--- src/rtl/geo_pixel_writer.sv ---
// rtl/geo_pixel_writer.sv - pixel_cmd consumer: 16-bit word RMW at 1/2/4/8/16 bpp plus copy/paste, mask and ARGB state
// Optional: define GEO_PXWR_COLLISION_EN to build the PXWRI_M collision counter.
module geo_pixel_writer #(
  parameter int ADDR_W = 20,
  parameter int CNT_W  = 8
) (
  input  logic              clk,
  input  logic              reset,
  input  logic              pixel_cmd_rdy,
  input  logic [39:0]       pixel_cmd,
  output logic              draw_busy,
  output logic [ADDR_W-1:0] mem_addr,
  output logic              mem_rd_req,
  output logic              mem_wr_req,
  output logic [15:0]       mem_wr_data,
  input  logic              mem_ack,
  input  logic              mem_rd_valid,
  input  logic [15:0]       mem_rd_data,
  output logic [31:0]       argb,
  output logic [CNT_W-1:0]  collision_cnt
);

  localparam logic [3:0] CMD_PXWRI     = 4'd1;
  localparam logic [3:0] CMD_PXWRI_M   = 4'd2;
  localparam logic [3:0] CMD_PXPASTE   = 4'd3;
  localparam logic [3:0] CMD_PXPASTE_M = 4'd4;
  localparam logic [3:0] CMD_PXCOPY    = 4'd6;
  localparam logic [3:0] CMD_SETARGB   = 4'd7;
  localparam logic [3:0] CMD_RST_WRI_M = 4'd10;
  localparam logic [3:0] CMD_RST_PST_M = 4'd11;

  typedef enum logic [1:0] {IDLE, RD_REQ, RD_WAIT, WR_REQ} state_t;
  state_t state, state_nxt;

  logic [3:0]  cmd_q, code_q, idx_q;
  logic [7:0]  colour_q, wr_mask, pst_mask;
  logic [15:0] paste_buf;

  function automatic logic [15:0] field_mask(input logic [3:0] code);
    case (code)
      4'd0:    field_mask = 16'h0001;
      4'd1:    field_mask = 16'h0003;
      4'd3:    field_mask = 16'h000F;
      4'd7:    field_mask = 16'h00FF;
      default: field_mask = 16'hFFFF;
    endcase
  endfunction

  // Power-of-two bpp makes (idx*bpp) mod 16 a plain bit-select of idx.
  function automatic logic [3:0] field_shift(input logic [3:0] code, input logic [3:0] idx);
    case (code)
      4'd0:    field_shift = idx;
      4'd1:    field_shift = {idx[2:0], 1'b0};
      4'd3:    field_shift = {idx[1:0], 2'b00};
      4'd7:    field_shift = {idx[0], 3'b000};
      default: field_shift = 4'd0;
    endcase
  endfunction

  logic [3:0]  in_cmd, in_code;
  logic [15:0] in_mask, in_src;
  logic        accept, in_bpp_ok, in_is_mem, paste_skip, start, start_direct;

  assign in_cmd     = pixel_cmd[39:36];
  assign in_code    = pixel_cmd[27:24];
  assign in_mask    = field_mask(in_code);
  assign in_src     = (in_cmd == CMD_PXWRI || in_cmd == CMD_PXWRI_M) ? {8'h00, pixel_cmd[35:28]} : paste_buf;
  assign accept     = pixel_cmd_rdy && !draw_busy && (state == IDLE);
  assign in_bpp_ok  = in_code inside {4'd0, 4'd1, 4'd3, 4'd7, 4'd15};
  assign in_is_mem  = in_cmd inside {CMD_PXWRI, CMD_PXWRI_M, CMD_PXPASTE, CMD_PXPASTE_M, CMD_PXCOPY};
  assign paste_skip = (in_cmd == CMD_PXPASTE_M) && (((paste_buf ^ {8'h00, pst_mask}) & in_mask) == 16'h0000);
  assign start      = accept && in_is_mem && in_bpp_ok && !paste_skip;
  assign start_direct = start && (in_code == 4'd15) && (in_cmd != CMD_PXCOPY);

  logic [15:0] cur_mask, cur_src, old_field, merged;
  logic [3:0]  cur_shift;
  logic        rd_take;

  assign cur_mask  = field_mask(code_q);
  assign cur_shift = field_shift(code_q, idx_q);
  assign cur_src   = (cmd_q == CMD_PXWRI || cmd_q == CMD_PXWRI_M) ? {8'h00, colour_q} : paste_buf;
  assign old_field = (mem_rd_data >> cur_shift) & cur_mask;
  assign merged    = (mem_rd_data & ~(cur_mask << cur_shift)) | ((cur_src & cur_mask) << cur_shift);
  assign rd_take   = mem_rd_valid && ((state == RD_WAIT) || (state == RD_REQ && mem_ack));

  always_ff @(posedge clk or posedge reset) begin
    if (reset) begin
      state     <= IDLE;
      draw_busy <= 1'b0;
    end else begin
      state     <= state_nxt;
      draw_busy <= (state_nxt != IDLE);
    end
  end

  always_comb begin
    state_nxt = state;
    case (state)
      IDLE:    if (start) state_nxt = start_direct ? WR_REQ : RD_REQ;
      RD_REQ:  if (mem_ack) state_nxt = mem_rd_valid ? ((cmd_q == CMD_PXCOPY) ? IDLE : WR_REQ) : RD_WAIT;
      RD_WAIT: if (mem_rd_valid) state_nxt = (cmd_q == CMD_PXCOPY) ? IDLE : WR_REQ;
      WR_REQ:  if (mem_ack) state_nxt = IDLE;
      default: state_nxt = IDLE;
    endcase
  end

  always_comb begin
    mem_rd_req = (state == RD_REQ);
    mem_wr_req = (state == WR_REQ);
  end

  always_ff @(posedge clk or posedge reset) begin
    if (reset) begin
      cmd_q       <= 4'd0;
      code_q      <= 4'd0;
      idx_q       <= 4'd0;
      colour_q    <= 8'h00;
      mem_addr    <= '0;
      mem_wr_data <= 16'h0000;
      argb        <= 32'h0;
      wr_mask     <= 8'h00;
      pst_mask    <= 8'h00;
      paste_buf   <= 16'h0000;
    end else begin
      if (accept) begin
        case (in_cmd)
          CMD_SETARGB:   argb     <= pixel_cmd[31:0];
          CMD_RST_WRI_M: wr_mask  <= pixel_cmd[31:24];
          CMD_RST_PST_M: pst_mask <= pixel_cmd[31:24];
          default: ;
        endcase
      end
      if (start) begin
        cmd_q    <= in_cmd;
        code_q   <= in_code;
        idx_q    <= pixel_cmd[23:20];
        colour_q <= pixel_cmd[35:28];
        mem_addr <= ADDR_W'({pixel_cmd[19:1], 1'b0});
      end
      if (start_direct) mem_wr_data <= in_src;
      if (rd_take) begin
        if (cmd_q == CMD_PXCOPY) paste_buf <= old_field;
        else                     mem_wr_data <= merged;
      end
    end
  end

  wire unused_addr_lsb = pixel_cmd[0];

`ifdef GEO_PXWR_COLLISION_EN
  always_ff @(posedge clk or posedge reset) begin
    if (reset) begin
      collision_cnt <= '0;
    end else if (accept && in_cmd == CMD_RST_WRI_M) begin
      collision_cnt <= '0;
    end else if (rd_take && cmd_q == CMD_PXWRI_M &&
                 old_field != ({8'h00, wr_mask} & cur_mask) && collision_cnt != '1) begin
      collision_cnt <= collision_cnt + 1'b1;
    end
  end
`else
  assign collision_cnt = '0;
  wire unused_wr_mask = ^wr_mask;
`endif

endmodule
--- config.mk ---
export PLATFORM = sky130hd
export DESIGN_NAME = geo_pixel_writer
export DESIGN_NICKNAME = d
export VERILOG_FILES = /design/src/rtl/geo_pixel_writer.sv
export SDC_FILE = /design/constraint.sdc
export NUM_CORES = 1
export LEC_CHECK = 0
export ABC_CLOCK_PERIOD_IN_PS = 3280
export CAP_MARGIN = 5
export CORE_MARGIN = 5
export CORE_UTILIZATION = 36
export DETAILED_ROUTE_END_ITERATION = 7
export HOLD_SLACK_MARGIN = 0.02
export PLACE_DENSITY = 0.67
export SKIP_LAST_GASP = 1
export SLEW_MARGIN = 30
export SYNTH_ARGS = -nofsm -noshare
export SYNTH_HDL_FRONTEND = slang
export SYNTH_SLANG_ARGS = --single-unit
--- constraint.sdc ---
create_clock -name clk -period 3.28 [get_ports clk]
set_input_delay 0.492 -clock clk [delete_from_list [all_inputs] [get_ports clk]]
set_output_delay 0.492 -clock clk [all_outputs]
set_load 0.005 [all_outputs]
# == Yosys cells after proc, flatten, opt, wreduce, memory -nomap -nowiden ==
# Index checks and enable logic that the tools add are counted.
# op_classes
bitwise_logic,7
muxes,16
eq_ne,21
n_shift,3
n_reduce_logical,25
# op_table
cell,count
one-hot mux 16 bit (4 select lines),2
two-way mux 16 bit,5
bitwise AND 16 bit,4
left shift 16 x 4 -> 16 bit,2
"equality test 4 x 3 -> 1 bit, second input constant",6
"equality test 4 x 2 -> 1 bit, second input constant",5
"equality test 4 x 1 -> 1 bit, second input constant",4
zero test 16 bit,1
inverter 16 bit,1
OR 16 bit,1
one-hot mux 4 bit (4 select lines),1
>> shifter 16 x 4 -> 16 bit,1
XOR 16 x 8 -> 16 bit,1
two-way mux 2 bit,7
logical AND 1 bit,10
nonzero test 5 bit,2
"equality test 4 bit, second input constant",2
zero test 4 bit,2
one-hot mux 2 bit (4 select lines),1
AND reduction 2 bit,3
"equality test 2 bit, second input constant",2
"inequality test 4 x 3 -> 1 bit, second input constant",1
logical OR 1 bit,3
"equality test 2 x 1 -> 1 bit, second input constant",1
3 further kinds,4
# totals
regBits,114
output_inout_bits,79

# == Longest topological paths before layout ==
# logic_depth
depth_word,13
depth_mapped,10

# == Least setup slack after synthesis ==
# Ideal clock, no wire load.
# synth_timing
kind,input-to-reg
start,input port pixel_cmd[36]
end,register mem_wr_data[10]
slack_ps,1042
path_buffers,2
setup_ps,137
cell_stages,9
t_arrival_ps,2101
cell_sequence,clkbuf_1 -> or3_1 -> nand3_2 -> nor4_4 -> o21ai_4 -> a211o_4 -> buf_6 -> a221oi_1 -> a21oi_1
# synth_between
elab_chain_cells,10
elab_cells_between_ends,19
classes_between,eq/ne (6); mux (4); reduce/logical (9)
# synth_rtl
item,line,text
from (decl),10,"input logic [39:0] pixel_cmd,"
"equality test 4 x 1 -> 1 bit, or another cell as far along","67, 70",
nonzero test 5 bit,70,"assign in_is_mem = in_cmd inside {CMD_PXWRI, CMD_PXWRI_M, CMD_PXPASTE, CMD_PXPASTE_M, CMD_PXCOPY};"
logical AND 1 bit (3 in a row),72,assign start = accept && in_is_mem && in_bpp_ok && !paste_skip;
logical AND 1 bit (2 in a row),73,assign start_direct = start && (in_code == 4'd15) && (in_cmd != CMD_PXCOPY);
two-way mux 16 bit *,140,if (start_direct) mem_wr_data <= in_src;
two-way mux 16 bit,142,if (cmd_q == CMD_PXCOPY) paste_buf <= old_field;
two-way mux 16 bit *,141,if (rd_take) begin
to (signal assigned),140,
to (signal assigned),143,else mem_wr_data <= merged;
to (decl),15,"output logic [15:0] mem_wr_data,"
# Mark *: on every way between the ends. The rest lies on a longest branch, timed or not.
# A chain may end at the register's enable or synchronous reset.

# == Worst setup path in the final report ==
# layout_timing
start,register code_q[0]
end,register paste_buf[3]
# layout_between
elab_chain_cells,4
elab_cells_between_ends,8
classes_between,eq/ne (3); shift (1); mux (2); bitwise (1); reduce/logical (1)
# layout_rtl
item,line,text
from (decl),35,"logic [3:0] cmd_q, code_q, idx_q;"
from (signal assigned),135,code_q <= in_code;
"equality test 4 x 3 -> 1 bit, or another cell as far along","40, 51",
one-hot mux 4 bit (4 select lines),51,case (code)
>> shifter 16 x 4 -> 16 bit,82,assign old_field = (mem_rd_data >> cur_shift) & cur_mask;
bitwise AND 16 bit *,82,
to (signal assigned),142,
to (decl),37,logic [15:0] paste_buf;
# Marks and branches as above.

==> results.yml <==
worst_setup_path:
  slowest_delay_ns: 0.67
  critPathBufInv: 0
  cp.arrival_ns: 3.43
  crit_type: "flop to flop"
  path_max_fanout: 19
  path_cells: "nor4_1 -> nand2_1 -> and3_1 -> nand2_1 -> o22ai_1 -> a2111oi_0 -> a21o_1"
  worst_setup_path_end_kind: "flop"
  crit_top_cell: "nand2_1"
  cp_slowest_cell: "nor4_1"
  cp-start-kind: "flop"
  cp.required_ns: 3.63
  cp_top_family: "simple AND/OR/NAND/NOR gates"
timing:
  rsz0062_at_grt: "no"
  hold_viol_final: 0
  setup_viol: 0
  max_freq_ghz: 0.325
  tightest_slew_ns: 0.800
  finClkSkew_ns: 0.00611
  relSlewSlack_pct: 45.3
  setup-tns-final_ns: 0
  period_needed_ns: 3.08
  fin_crit_sh_pct: 93.9
  maxSlewViolCount: 0
global_routing:
  grt_max_degree: 56
  grt_pass1_wl_um: 32600
  track_usage_pct: 20.8
  grt_pass1_vias: 5777
  grt-ovfl-total: 0
  antenna_found_initial: 0
clock_tree:
  clock_latency_ns: 0.41
  tritoncts: "yes"
  ctsHoldBuffers: 0
  cts_buffers: 17
  cts_setup_buffers: 0
  cts_buffer_depth: 2
  cts_sinks: 114
  ctsResizeCount: 0
  clkSlewWorstSetupHoldPaths_ns: 0.06
  htreeDepth: 4
  root_buffer: "clkbuf_16"
logic_synthesis:
  synth_common_cells: "114 x dfrtp_1, 84 x mux2_2, 61 x nand2_1"
  synth_top_family_by_area: "multiplexers"
  synth_cells: 597
  synth-edff-count: 0
  synth_area_um2: 6260
  ys_types: 66
  yosysSeqAreaShare_pct: 45.6
  muxShareOfSynthArea_pct: 18.6
  yosysWarningCount: 0
  synth-simple-area-share_pct: 13.9
  synth_seq_cells: 114
  synth.most_common_cell: "dfrtp_1"
  synth_area_leader_cell: "dfrtp_1"
  avgSynthCellArea_um2: 10.5
  synth_top_flop_cell: "dfrtp_1"
  post-synth-top-area-fraction_pct: 45.6
  synth_fa_ha_area_share_pct: 0
  ys_top_cells_by_area: "dfrtp_1 46%, mux2_2 15%, nand2_1 3.7%"
  synth_xor_area_share_pct: 1.40
  synthArstFlopShare_pct: 100
  synth_compound_area_share_pct: 16.1
route:
  vias: 5510
  wl_um: 20500
  wl_per_cell_um: 21.2
  drcViolationCount: 0
  viasPerCell: 5.69
  drtIter0Drc: 530
  detail-route-antenna-nets: 0
  drtPass1Iterations: 5
floorplan:
  rows: 48
  die_height_um: 142
  io_pins: 140
  start_util_pct: 36.4
  coreArea_um2: 17200
  die_x_um: 142
  die-area_um2: 20100
run_status:
  status: "finished, final reports clean"
power:
  peakVddDrop_mv: 0.424
  p_per_area_nw_per_um2: 849
  fin_total_pwr_mw: 7.19
  p_leak_nw: 3.74
cells_and_area:
  diodes: 0
  drive_gt1_share_pct: 20.7
  area.growth.synth_to_final_pct: 35.2
  multi_input_area_um2: 3180
  stdcell_area_um2: 8460
  n_fill_cell: 1617
  nets: 791
  layout.area.seq_um2: 2850
place:
  place_area_um2: 7840
  hpwlAfterDp_um: 15300
  finalWeightedCongestion: 1.00
  io_buffers: 130
run:
  cap_violations: 0
hold_path:
  hp-class: "primary input to async pin"
-- cell usage in the layout (no fill, tap or decap), types with 7 or more instances in the layout --
master	instances
nand2_1	61
o21ai_0	30
mux2i_1	22
buf_4	22
clkdlybuf4s50_1	130
clkbuf_16	17
a21oi_1	29
a211oi_1	7
dfrtp_1	114
nor3_1	10
nor2_1	28
xor2_1	8
mux2_2	84
conb_1	9
a221oi_1	11
o211ai_1	7
nand3_1	20
-- report_power, final --
| part | total (mW) | internal (mW) | switching, mW |
|---|---|---|---|
| logic | 3.06 | 1.46 | 1.61 |
| registers | 2.17 | 1.81 | 0.355 |
| clock network | 1.96 | 1.25 | 0.712 |
| total | 7.19 | 4.52 | 2.67 |
-- state kept, by name (all words and copies together) (netlist names) --
name and flops:
argb 32, cmd_q 4, code_q 4, colour_q 8, draw_busy 1, idx_q 4
mem_addr 19, mem_wr_data 16, paste_buf 16, pst_mask 8, state 2
-- cells by family (layout without fill, tap and decap cells) --
group	after synthesis	count (layout)
AOI/OAI and AO/OA	144	144
xor gates and xnor gates	10	10
buffers and inverters	52	190
DFF	114	114
muxes	106	106
other	1	9
and+or+nand+nor	170	170
-- stage by stage --
stage / cells / setup slack, ns / utilization (%) / hold slack (ns)
finish: 968 / 0.200 / 49.3 / 0.501
global route: 968 / 0.0833 / 49.3 / 0.526
CTS: 968 / 0.365 / 49.3 / 0.506
detailed placement: 936 / 0.203 / 45.6 / 0.495
global placement: 936 / 0.354 / 45.6 / 0.487
floorplan: 605 / 1.04 / - / 0.474
-- final cells by class --
class,instances,area share (%)
Tap cell,225,3.33
Clock inverter,13,2.08
Inverter,4,0.222
Sequential cell,114,33.7
Multi-Input combinational cell,439,37.5
Clock buffer,19,5.35
Timing Repair Buffer,154,17.8
-- path summary, 6_finish.rpt --
| check | slack [ns] | startpoint | to | depth (start not counted) |
|---|---|---|---|---|
| worst min register to register | 0.50 | mem_addr[18]$_DFFE_PP0N_ | mem_addr[18]$_DFFE_PP0N_ | 1 |
| worst max register to register | 0.20 | code_q[0]$_DFFE_PP0N_ | paste_buf[3]$_DFFE_PP0P_ | 7 |
| worst min-delay path | 0.50 | reset | code_q[3]$_DFFE_PP0N_ | 2 |
| worst max-delay path | 0.20 | code_q[0]$_DFFE_PP0N_ | paste_buf[3]$_DFFE_PP0P_ | 7 |
| min in group clk | 0.50 | mem_addr[18]$_DFFE_PP0N_ | mem_addr[18]$_DFFE_PP0N_ | 1 |
| max in group asynchronous | 1.89 | reset | pst_mask[5]$_DFFE_PP0P_ | 3 |
-- metal layers --
layer	track usage [%]	wire length [µm]	vias to the layer above
met5	0	0	-
met4	8.74	673	0
met3	7.15	2000	43
met2	32.3	9330	273
met1	26.4	8520	2717
li1	-	-	2477
Note: power is estimated with default switching activity, not from simulation.
